--- config.mk ---
export PLATFORM = sky130hd
export DESIGN_NAME = stack_op_sequencer_flat
export DESIGN_NICKNAME = d
export VERILOG_FILES = /design/src/rtl/stack_op_sequencer_if.sv /design/src/rtl/stack_op_sequencer.sv /design/src/flat_wrapper.sv
export SDC_FILE = /design/constraint.sdc
export NUM_CORES = 1
export LEC_CHECK = 0
export CAP_MARGIN = 15
export CORE_MARGIN = 2
export CORE_UTILIZATION = 55
export CTS_BUF_LIST = sky130_fd_sc_hd__clkbuf_8
export CTS_CLUSTER_DIAMETER = 60
export DETAILED_ROUTE_END_ITERATION = 10
export GPL_TIMING_DRIVEN = 0
export PLACE_DENSITY = 0.83
export SYNTH_ARGS = -nofsm -noshare
export SYNTH_HDL_FRONTEND = slang
export SYNTH_SLANG_ARGS = --single-unit
export TNS_END_PERCENT = 10
--- constraint.sdc ---
create_clock -name clk_i -period 2.93 [get_ports clk_i]
set_clock_uncertainty 0.05 [all_clocks]
set_input_delay 0.586 -clock clk_i [delete_from_list [all_inputs] [get_ports clk_i]]
set_output_delay 0.586 -clock clk_i [all_outputs]
set_load 0.05 [all_outputs]
--- src/rtl/stack_op_sequencer_if.sv ---
// Instruction-source and stack-side signals of the stack-op sequencer.
// master = instruction source / stack environment side, slave = sequencer.
interface stack_op_sequencer_if #(
  parameter int DATA_W = 4,
  parameter int CNT_W  = 5
);
  logic              instr_valid;
  logic              instr_ready;
  logic [3+DATA_W:0] instr;
  logic              stk_push;
  logic              stk_pop;
  logic [DATA_W-1:0] stk_wdata;
  logic [DATA_W-1:0] stk_rdata;
  logic [CNT_W-1:0]  depth;
  logic              op_done;
  logic              err_flow;
  logic              err_illegal;

  modport master (
    output instr_valid, instr, stk_rdata,
    input  instr_ready, stk_push, stk_pop, stk_wdata, depth,
           op_done, err_flow, err_illegal
  );

  modport slave (
    input  instr_valid, instr, stk_rdata,
    output instr_ready, stk_push, stk_pop, stk_wdata, depth,
           op_done, err_flow, err_illegal
  );
endinterface

--- src/rtl/stack_op_sequencer.sv ---
// Decodes an 8-bit stack-machine instruction stream into push/pop strobes for a
// DEPTH-entry stack. Define STACK_OP_SAT_ARITH_EN for saturating ADD/SUB.
module stack_op_sequencer #(
  parameter int DEPTH  = 16,
  parameter int DATA_W = 4,
  parameter int CNT_W  = 5
) (
  input logic                  clk_i,
  input logic                  rst_ni,
  stack_op_sequencer_if.slave  bus
);

  typedef enum logic [2:0] {IDLE, ISSUE, POP_A, POP_B, PUSH_R, PUSH_2} state_e;
  typedef enum logic [3:0] {
    OP_NOP = 4'd0, OP_PUSH = 4'd1, OP_POP = 4'd2, OP_DUP = 4'd3,
    OP_ADD = 4'd4, OP_SUB = 4'd5, OP_SWAP = 4'd6
  } op_e;

  state_e            state_q, state_d;
  op_e               op_q, op_d;
  logic [DATA_W-1:0] a_q, a_d, b_q, b_d;
  logic [DATA_W-1:0] wdata_q, wdata_d;
  logic [CNT_W-1:0]  depth_q, depth_d;
  logic              push_q, push_d, pop_q, pop_d;
  logic              done_q, done_d, flow_q, flow_d, ill_q, ill_d;

  op_e               opcode;
  logic [DATA_W-1:0] imm;
  logic              is_empty, is_full, lt_two;

  assign opcode   = op_e'(bus.instr[DATA_W +: 4]);
  assign imm      = bus.instr[DATA_W-1:0];
  assign is_empty = (depth_q == '0);
  assign is_full  = (depth_q >= CNT_W'(DEPTH));
  assign lt_two   = (depth_q < CNT_W'(2));

  // Result = B op A, where A is the old top and B the entry beneath it.
  function automatic logic [DATA_W-1:0] alu(input logic is_sub,
                                            input logic [DATA_W-1:0] b,
                                            input logic [DATA_W-1:0] a);
`ifdef STACK_OP_SAT_ARITH_EN
    logic [DATA_W:0] sum;
    sum = {1'b0, b} + {1'b0, a};
    if (is_sub) return (b < a) ? '0 : b - a;
    return sum[DATA_W] ? '1 : sum[DATA_W-1:0];
`else
    return is_sub ? b - a : b + a;
`endif
  endfunction

  always_comb begin
    // NOTE: every variable gets a default first so no path leaves it unassigned,
    // which would otherwise infer a latch.
    state_d = state_q;
    op_d    = op_q;
    a_d     = a_q;
    b_d     = b_q;
    wdata_d = wdata_q;
    push_d  = 1'b0;
    pop_d   = 1'b0;
    done_d  = 1'b0;
    flow_d  = 1'b0;
    ill_d   = 1'b0;
    // Depth follows the strobes on the same edge the stack applies them.
    depth_d = depth_q + CNT_W'(push_q) - CNT_W'(pop_q);

    unique case (state_q)
      IDLE: if (bus.instr_valid) begin
        op_d    = opcode;
        state_d = ISSUE;
        case (opcode)
          OP_NOP:  done_d = 1'b1;
          OP_PUSH: if (is_full) flow_d = 1'b1;
                   else begin push_d = 1'b1; wdata_d = imm; done_d = 1'b1; end
          OP_POP:  if (is_empty) flow_d = 1'b1;
                   else begin pop_d = 1'b1; done_d = 1'b1; end
          OP_DUP:  if (is_empty || is_full) flow_d = 1'b1;
                   else begin push_d = 1'b1; wdata_d = bus.stk_rdata; done_d = 1'b1; end
          OP_ADD, OP_SUB, OP_SWAP:
                   if (lt_two) flow_d = 1'b1;
                   else begin pop_d = 1'b1; state_d = POP_A; end
          default: ill_d = 1'b1;
        endcase
      end
      ISSUE: state_d = IDLE;
      POP_A: begin
        a_d     = bus.stk_rdata;
        pop_d   = 1'b1;
        state_d = POP_B;
      end
      POP_B: begin
        b_d     = bus.stk_rdata;
        push_d  = 1'b1;
        state_d = PUSH_R;
        if (op_q == OP_SWAP) begin
          wdata_d = a_q;
        end else begin
          wdata_d = alu(op_q == OP_SUB, bus.stk_rdata, a_q);
          done_d  = 1'b1;
        end
      end
      PUSH_R: if (op_q == OP_SWAP) begin
        push_d  = 1'b1;
        wdata_d = b_q;
        done_d  = 1'b1;
        state_d = PUSH_2;
      end else begin
        state_d = IDLE;
      end
      PUSH_2: state_d = IDLE;
      default: state_d = IDLE;
    endcase
  end

  // NOTE: sequential state uses non-blocking assignments so every register
  // samples the pre-edge values regardless of statement order.
  always_ff @(posedge clk_i or negedge rst_ni) begin
    if (!rst_ni) begin
      state_q <= IDLE;
      op_q    <= OP_NOP;
      a_q     <= '0;
      b_q     <= '0;
      wdata_q <= '0;
      depth_q <= '0;
      push_q  <= 1'b0;
      pop_q   <= 1'b0;
      done_q  <= 1'b0;
      flow_q  <= 1'b0;
      ill_q   <= 1'b0;
    end else begin
      state_q <= state_d;
      op_q    <= op_d;
      a_q     <= a_d;
      b_q     <= b_d;
      wdata_q <= wdata_d;
      depth_q <= depth_d;
      push_q  <= push_d;
      pop_q   <= pop_d;
      done_q  <= done_d;
      flow_q  <= flow_d;
      ill_q   <= ill_d;
    end
  end

  assign bus.instr_ready = (state_q == IDLE);
  assign bus.stk_push    = push_q;
  assign bus.stk_pop     = pop_q;
  assign bus.stk_wdata   = wdata_q;
  assign bus.depth       = depth_q;
  assign bus.op_done     = done_q;
  assign bus.err_flow    = flow_q;
  assign bus.err_illegal = ill_q;

endmodule
--- src/flat_wrapper.sv ---
// flat-port wrapper written by rule: the top's interface ports become plain ports
module stack_op_sequencer_flat 
#(
  parameter int DEPTH  = 16,
  parameter int DATA_W = 4,
  parameter int CNT_W  = 5
)
  (clk_i, rst_ni, bus_instr_valid, bus_instr, bus_stk_rdata, bus_instr_ready, bus_stk_push, bus_stk_pop, bus_stk_wdata, bus_depth, bus_op_done, bus_err_flow, bus_err_illegal);
  stack_op_sequencer_if #(.DATA_W(DATA_W), .CNT_W(CNT_W)) bus_i ();
  input logic clk_i;
  input logic rst_ni;
  input wire logic [$bits(bus_i.instr_valid)-1:0] bus_instr_valid;
  input wire logic [$bits(bus_i.instr)-1:0] bus_instr;
  input wire logic [$bits(bus_i.stk_rdata)-1:0] bus_stk_rdata;
  output wire logic [$bits(bus_i.instr_ready)-1:0] bus_instr_ready;
  output wire logic [$bits(bus_i.stk_push)-1:0] bus_stk_push;
  output wire logic [$bits(bus_i.stk_pop)-1:0] bus_stk_pop;
  output wire logic [$bits(bus_i.stk_wdata)-1:0] bus_stk_wdata;
  output wire logic [$bits(bus_i.depth)-1:0] bus_depth;
  output wire logic [$bits(bus_i.op_done)-1:0] bus_op_done;
  output wire logic [$bits(bus_i.err_flow)-1:0] bus_err_flow;
  output wire logic [$bits(bus_i.err_illegal)-1:0] bus_err_illegal;
  assign bus_i.instr_valid = bus_instr_valid;
  assign bus_i.instr = bus_instr;
  assign bus_i.stk_rdata = bus_stk_rdata;
  assign bus_instr_ready = bus_i.instr_ready;
  assign bus_stk_push = bus_i.stk_push;
  assign bus_stk_pop = bus_i.stk_pop;
  assign bus_stk_wdata = bus_i.stk_wdata;
  assign bus_depth = bus_i.depth;
  assign bus_op_done = bus_i.op_done;
  assign bus_err_flow = bus_i.err_flow;
  assign bus_err_illegal = bus_i.err_illegal;
  stack_op_sequencer #(.DEPTH(DEPTH), .DATA_W(DATA_W), .CNT_W(CNT_W)) u_core (.clk_i(clk_i), .rst_ni(rst_ni), .bus(bus_i));
endmodule
==> results by group, run 1 <==
Pwr
  • Power per cell area: 1140 nW/um^2
  • Combinational share of power: 0.602
  • Switching portion of total power: 0.472
  • Internal power: around 1.4 mW
  • Max rail drop VDD: about 0.85 mV
  • Sw Pwr: around 1.2 mW
  • Static power due to leakage: ~1.0 nW
  • Clock network fraction of design power: 0.118
  • Relative contribution of sequential cells to total power: 0.280

Synth
  • Synth async-reset ratio: 1.00
  • Most used DFF post-synth: sky130_fd_sc_hd__dfrtp_1
  • Number of register bits inferred by synthesis: 29
  • Synth Instances: 195
  • Sequential-to-total area share from yosys stat: 0.398
  • Post-synth net total: 225
  • YS warnings: 0
  • Mapped Avg Cell Area: between 9 and 10 um^2
  • Number of distinct library cells after synthesis: 42
  • Number of enable-type register cells in the synthesized netlist: 0
  • Total standard cell area after synthesis: roughly 1800 um^2

Worst setup path
  • Cell-by-cell trace of the critical path: nor4bb_2, mux2_2, inv_1, ha_1, and3b_1, or3_1, a41o_1, o211ai_1, nand4_1
  • Critical-path top delay cell: sky130_fd_sc_hd__nor4bb_2
  • Crit. path cell count: 9
  • WP data required: 3030 ps
  • Cell type group with the largest total delay on the critical path: simple AND/OR/NAND/NOR gates
  • Crit path buf inv count: 1
  • Crit path arrival time: between 2000 and 3000 ps
  • Delay of the slowest critical-path stage: ~450 ps
  • Cell depth of the worst flop-to-flop path: 9
  • Crit start category: flop
  • CP endpoint kind: flop
  • Worst-path fanout max: 4
  • Type of the setup path with the least slack: flop to flop

Timing
  • Final worst-path setup slack: between 150 and 200 ps
  • RSZ-0062 raised after global routing: false
  • Number of pins exceeding their max-slew limit in the final report: 0
  • Maximum clock rate: roughly 370 MHz
  • Final hold violation count: 0
  • Post-route minimum period: ~2700 ps
  • Slew at the pin with the worst max-slew slack: ~620 ps
  • Sum of negative setup slack: 0 ps
  • Part of the cycle the worst path needs: 0.935
  • Remaining max-slew budget at the tightest pin: 0.581
  • Final setup violation count: 0

Run status
  • Run status: finished, final reports clean

Clock tree
  • Clock tree from TritonCTS: done
  • Depth of the CTS H-tree: 2
  • Cell at the root of the clock tree: sky130_fd_sc_hd__clkbuf_8
  • Clock latency reported for the late side of the worst-skew pair: between 200 and 300 ps
  • Inserted Clock Buffers: 5
  • Number of hold-repair buffers added at the cts stage: 0
  • Clock transition time at the flip-flop clock pins of the worst setup and hold paths: approximately 60 ps
  • Maximum count of clock buffers along a single path: 2
  • # clock sinks: 29

Floorplanning
  • Full die area: around 3800 um^2
  • Overall die width: 61.6 um
  • Initial Util: 0.587
  • I/O Pins: 30
  • Vertical die dimension: between 60 and 70 um
  • Core area: a little over 3000 um^2
  • Row cnt: 20

GRT
  • Total Routing Usage GR: 0.237
  • Largest net degree at the start of global routing: 19
  • Number of antenna violations at the first check in global routing: 0
  • Global route overflow: 0
  • Vias in the first global route: roughly 1400
  • First-pass GRT wire length: about 6500 um

Cells and area
  • NumNets Final: between 200 and 300
  • Share of layout cells above drive strength 1: 0.0944
  • Highest-count cells in the layout ignoring fill and taps: 29 x sky130_fd_sc_hd__clkdlybuf4s50_1, 29 x sky130_fd_sc_hd__dfrtp_1, 23 x sky130_fd_sc_hd__nor2_1, 22 x sky130_fd_sc_hd__inv_1, 21 x sky130_fd_sc_hd__nand2_1
  • Final core occ: 0.736
  • Antenna diode instance count: 0
  • Syn-to-layout area delta: 25.3%

Detailed routing
  • Post-route DRC violation count: 0
  • Number of vias in the routed layout: 1523
  • Overall routed net length: around 4000 um
  • First-pass iteration count of the detailed router: 4
  • Number of nets with antenna violations after detailed routing: 0
  • Wire length per cell after detailed routing: 14.4 um
  • Via count normalized by instance count: 5.50
  • Starting DRC count in detailed routing: 47

Place
  • Place WS: between 90 and 100 ps
  • Final HPWL DP: between 3000 and 4000 um
  • Last weighted congestion value of the routability-driven placer: 0.892
  • Count of buffers inserted at the top-level ports: 29

Hold path
  • Hold path cells: 2
  • Min-delay worst type: flop to flop

Run
  • Number of max-cap violations: 0
-- area by class of cell --
cell class,instances,area [um^2]
Inverter,21,78.8
Tap cell,44,55.1
Timing Repair Buffer,30,318
Clock inverter,3,13.8
Fill cell,251,818
Clock buffer,5,68.8
Buffer,9,50.0
Multi-Input combinational cell,136,975
Sequential cell,29,726
-- per-stage QoR --
stage | instances | cell area (um^2) | hold WS, ps | power (mW)
after floorplan | 195 | 1820 | 240 | 1.84
after global placement | 268 | 2170 | 407 | 2.19
after detailed placement | 269 | 2200 | 419 | 2.29
after CTS | 277 | 2280 | 432 | 2.61
after global routing | 277 | 2280 | 460 | 2.82
final | 277 | 2280 | 436 | 2.61
-- what timing repair did --
action / in CTS / in global routing
setup buffers: 0 / 0
resized for setup: 0 / 2
endpoints found under the setup margin: 0 / 1
-- power groups by stage --
stage	clock, mW	combinational, mW	sequential [mW]
after CTS	0.316	1.57	0.726
final	0.308	1.57	0.731
after global placement	0	1.48	0.717
after detailed placement	0	1.56	0.730
after floorplan	0	0.861	0.979
after global routing	0.333	1.73	0.752
-- tightest hold or removal path: cells and delay by family (launching register included) --
family           cells  cell delay [ps]
AND/OR/NAND/NOR      2              100
flip-flops           1              350
-- routing by layer --
layer / global-route usage / vias to the layer above / share of wire
li1: - / 741 / -
met1: 0.339 / 740 / 0.46
met2: 0.361 / 36 / 0.49
met3: 0.0462 / 6 / 0.034
met4: 0.0790 / 0 / 0.011
met5: 0 / - / 0
-- synthesized netlist by cell type (all sizes together) (2+ instances only) --
cell / n / area [um^2]
nor2: 23 / 86.3
clkbuf: 6 / 22.5
a21oi: 10 / 50.1
ha: 13 / 163
a2111oi: 2 / 17.5
mux2: 6 / 67.6
o21ai: 10 / 50.0
a31oi: 4 / 40.0
or3: 2 / 12.5
mux2i: 6 / 60.1
nand3b: 2 / 15.0
buf: 3 / 27.5
dfrtp: 29 / 726
inv: 21 / 78.8
a211oi: 3 / 22.5
nor3: 7 / 46.3
xor2: 4 / 35.0
fa: 2 / 40.0
nand2: 21 / 78.8
nor4bb: 3 / 30.0
-- flip-flops by register name (all words and copies together) (netlist names) --
register                count
u_core.a_q                  4
u_core.b_q                  4
u_core.bus.depth            5
u_core.bus.err_flow         1
u_core.bus.err_illegal      1
u_core.bus.op_done          1
u_core.bus.stk_pop          1
u_core.bus.stk_push         1
u_core.bus.stk_wdata        4
u_core.op_q                 4
u_core.state_q              3
-- final timing paths --
path	startpoint	endpoint	slack [ps]
worst min-delay path	u_core.b_q[2]$_DFFE_PN0P_	u_core.b_q[2]$_DFFE_PN0P_	440
min in group asynchronous	rst_ni	u_core.bus.depth[3]$_DFF_PN0_	650
worst min register to register	u_core.b_q[2]$_DFFE_PN0P_	u_core.b_q[2]$_DFFE_PN0P_	440
worst max-delay path	u_core.op_q[1]$_DFFE_PN0P_	u_core.bus.stk_wdata[3]$_DFFE_PN0P_	190
worst max register to register	u_core.op_q[1]$_DFFE_PN0P_	u_core.bus.stk_wdata[3]$_DFFE_PN0P_	190
max in group asynchronous	rst_ni	u_core.bus.depth[4]$_DFF_PN0_	1680
-- cells by family (layout without fill, tap and decap cells) --
group                      count (synthesis)  after routing  synth area share
adders and majority gates                 15             15             0.111
xor gates and xnor gates                   5              5            0.0240
DFF                                       29             29             0.398
AOI/OAI and AO/OA                         37             37             0.136
muxes                                     12             12            0.0700
buffers and inverters                     30             68            0.0707
and+or+nand+nor                           67             67             0.190
Note: power is estimated with default switching activity, not from simulation.
==> run 2: changes to the inputs <==
Settings changed: RECOVER_POWER set to 50.
==> results by group, run 2 (synthesis gave the netlist of run 1 again) <==
Floorplanning
  • Full die area: 3790 um^2 (unchanged)
  • I/O Pins: 30 (unchanged)
  • Core area: 3100 um^2 (unchanged)
  • Overall die width: 61.6 um (unchanged)
  • Initial Util: 0.587 (unchanged)
  • Vertical die dimension: 61.6 um (unchanged)
  • Row cnt: 20 (unchanged)

Detailed routing
  • Wire length per cell after detailed routing: 14.5 um (+0.60%)
  • Number of nets with antenna violations after detailed routing: 0 (unchanged)
  • Post-route DRC violation count: 0 (unchanged)
  • Starting DRC count in detailed routing: 53 (+13%)
  • First-pass iteration count of the detailed router: 4 (unchanged)
  • Number of vias in the routed layout: 1540 (+1.1%)
  • Overall routed net length: 4010 um (+0.60%)
  • Via count normalized by instance count: 5.56 (+1.1%)

Pwr
  • Static power due to leakage: 1.03 nW (-1.2%)
  • Max rail drop VDD: 0.849 mV (-0.38%)
  • Power per cell area: 1150 nW/um^2 (+0.84%)

Worst setup path
  • Critical-path top delay cell: sky130_fd_sc_hd__nor4bb_2
  • Crit path buf inv count: 1 (unchanged)
  • Type of the setup path with the least slack: flop to flop
  • Cell type group with the largest total delay on the critical path: simple AND/OR/NAND/NOR gates
  • Crit path arrival time: 2840 ps (about the same)
  • WP data required: 3030 ps (about the same)
  • Delay of the slowest critical-path stage: 440 ps (about the same)
  • Crit start category: flop
  • CP endpoint kind: flop
  • Cell depth of the worst flop-to-flop path: 9 (unchanged)
  • Startpoint of the lowest-slack register-to-register path: u_core.op_q[1]$_DFFE_PN0P_
  • R2r setup slk: 190 ps (about the same)
  • Cell-by-cell trace of the critical path: nor4bb_2, mux2_2, inv_1, ha_1, and3b_1, or3_1, a41o_1, o211ai_1, nand4_1
  • Worst-path fanout max: 4 (unchanged)
  • End of the worst register-to-register path: u_core.bus.stk_wdata[3]$_DFFE_PN0P_

GRT
  • Vias in the first global route: 1437 (unchanged)
  • Largest net degree at the start of global routing: 19 (unchanged)
  • Global route overflow: 0 (unchanged)
  • First-pass GRT wire length: 6520 um (unchanged)
  • Number of antenna violations at the first check in global routing: 0 (unchanged)
  • Total Routing Usage GR: 0.237 (unchanged)

Clock tree
  • Cell at the root of the clock tree: sky130_fd_sc_hd__clkbuf_8
  • # clock sinks: 29 (unchanged)
  • Depth of the CTS H-tree: 2 (unchanged)
  • Maximum count of clock buffers along a single path: 2 (unchanged)
  • Inserted Clock Buffers: 5 (unchanged)
  • Number of hold-repair buffers added at the cts stage: 0 (unchanged)
  • Buffers inserted during post-CTS setup optimization: 0 (unchanged)
  • Clock transition time at the flip-flop clock pins of the worst setup and hold paths: 60 ps (about the same)
  • Clock latency reported for the late side of the worst-skew pair: 270 ps (about the same)
  • Clock tree from TritonCTS: done

Cells and area
  • Highest-count cells in the layout ignoring fill and taps: 29 x sky130_fd_sc_hd__dfrtp_1, 28 x sky130_fd_sc_hd__clkdlybuf4s50_1, 23 x sky130_fd_sc_hd__nor2_1, 22 x sky130_fd_sc_hd__inv_1, 21 x sky130_fd_sc_hd__nand2_1
  • NumNets Final: 262 (unchanged)
  • Syn-to-layout area delta: 24.0%
  • Share of layout cells above drive strength 1: 0.0901 (-0.00429)
  • Commonest non-fill, non-tap cell in the layout: sky130_fd_sc_hd__dfrtp_1
  • Antenna diode instance count: 0 (unchanged)
  • Largest register FFs: 5 (unchanged)

Timing
  • Hold_ws: 437 ps (+0.720 ps)
  • Sum of negative setup slack: 0 ps (unchanged)
  • Number of pins exceeding their max-slew limit in the final report: 0 (unchanged)
  • Remaining max-slew budget at the tightest pin: 0.336 (-0.245)
  • Post-route minimum period: 2740 ps (+3.68 ps)
  • Final hold violation count: 0 (unchanged)
  • Part of the cycle the worst path needs: 0.936 (+0.00126)
  • Final setup violation count: 0 (unchanged)
  • Slew at the pin with the worst max-slew slack: 996 ps (+375 ps)
  • Maximum clock rate: 365 MHz (-0.13%)
  • RSZ-0062 raised after global routing: false

Hold path
  • Source of the worst hold timing path: u_core.b_q[2]$_DFFE_PN0P_
  • End of the worst hold path: u_core.b_q[2]$_DFFE_PN0P_
  • Hold path cells: 2 (unchanged)
  • Min-delay worst type: flop to flop

Place
  • Last weighted congestion value of the routability-driven placer: 0.892 (unchanged)
  • Final HPWL DP: 3070 um (unchanged)
  • Count of buffers inserted at the top-level ports: 29 (unchanged)

Run
  • Number of max-cap violations: 0 (unchanged)

Run status
  • Run status: finished, final reports clean
## run 2: cell count changes in the layout (fill, tap and decap cells not counted), sizes merged
cell,before,now
dlygate4sd3,0,1
clkdlybuf4s50,29,28
buf,4,3
clkbuf,11,12
## run 2: per-stage QoR
step / utilization / total power [mW] / worst slack [ps] / cells / instance area [um^2]
5_1_grt: 0.729 / 2.82 / 44.5 / 277 / 2260
3_5_place_dp: 0.708 / 2.29 / 97.2 / 269 / 2200
2_1_floorplan: - / 1.84 / 348 / 195 / 1820
4_1_cts: 0.734 / 2.61 / 78.8 / 277 / 2280
6_report: 0.729 / 2.60 / 188 / 277 / 2260
3_3_place_gp: 0.699 / 2.19 / 144 / 268 / 2170
## run 2: cell type report
| cell class | instances | area (um^2) |
|---|---|---|
| Tap cell | 44 | 55.1 |
| Inverter | 21 | 78.8 |
| Sequential cell | 29 | 726 |
| Clock inverter | 3 | 13.8 |
| Buffer | 9 | 50.0 |
| Timing Repair Buffer | 30 | 294 |
| Fill cell | 253 | 842 |
| Clock buffer | 5 | 68.8 |
| Multi-Input combinational cell | 136 | 975 |
## run 2: report_power, final
group | leakage [nW] | switching (mW) | internal [mW] | total [mW]
combinational | 0.631 | 0.941 | 0.624 | 1.56
clock | 0.0491 | 0.146 | 0.161 | 0.307
sequential | 0.353 | 0.143 | 0.588 | 0.731
## run 2: per-layer routing
layer | part of all wire | wire, um | vias up | GRT usage
li1 | - | - | 741 | -
met1 | 0.46 | 1830 | 744 | 0.339
met2 | 0.49 | 1970 | 49 | 0.361
met3 | 0.041 | 164 | 6 | 0.0462
met4 | 0.010 | 42 | 0 | 0.0790
met5 | 0 | 0 | - | 0
## run 2: repair_timing
| item | in CTS | in global routing |
|---|---|---|
| gates resized for setup | 0 | 2 |
| setup endpoints to repair | 0 | 1 |
| hold endpoints to repair | 0 | 0 |
## run 2: tightest hold or removal path, stage by stage, from the launching register on
cell and delay, ps:
sky130_fd_sc_hd__dfrtp_1 350, sky130_fd_sc_hd__nand2_1 50, sky130_fd_sc_hd__nand2_1 60
## run 2: worst max-delay path by stage
stage                          startpoint                             endpoint  cells past startpoint
3_5_place_dp   u_core.op_q[1]$_DFFE_PN0P_  u_core.bus.stk_wdata[3]$_DFFE_PN0P_                      9
5_1_grt        u_core.op_q[1]$_DFFE_PN0P_  u_core.bus.stk_wdata[3]$_DFFE_PN0P_                      9
3_3_place_gp   u_core.op_q[1]$_DFFE_PN0P_  u_core.bus.stk_wdata[3]$_DFFE_PN0P_                      9
6_report       u_core.op_q[1]$_DFFE_PN0P_  u_core.bus.stk_wdata[3]$_DFFE_PN0P_                      9
2_1_floorplan  u_core.op_q[1]$_DFFE_PN0P_  u_core.bus.stk_wdata[3]$_DFFE_PN0P_                      9
4_1_cts        u_core.op_q[1]$_DFFE_PN0P_  u_core.bus.stk_wdata[3]$_DFFE_PN0P_                      9
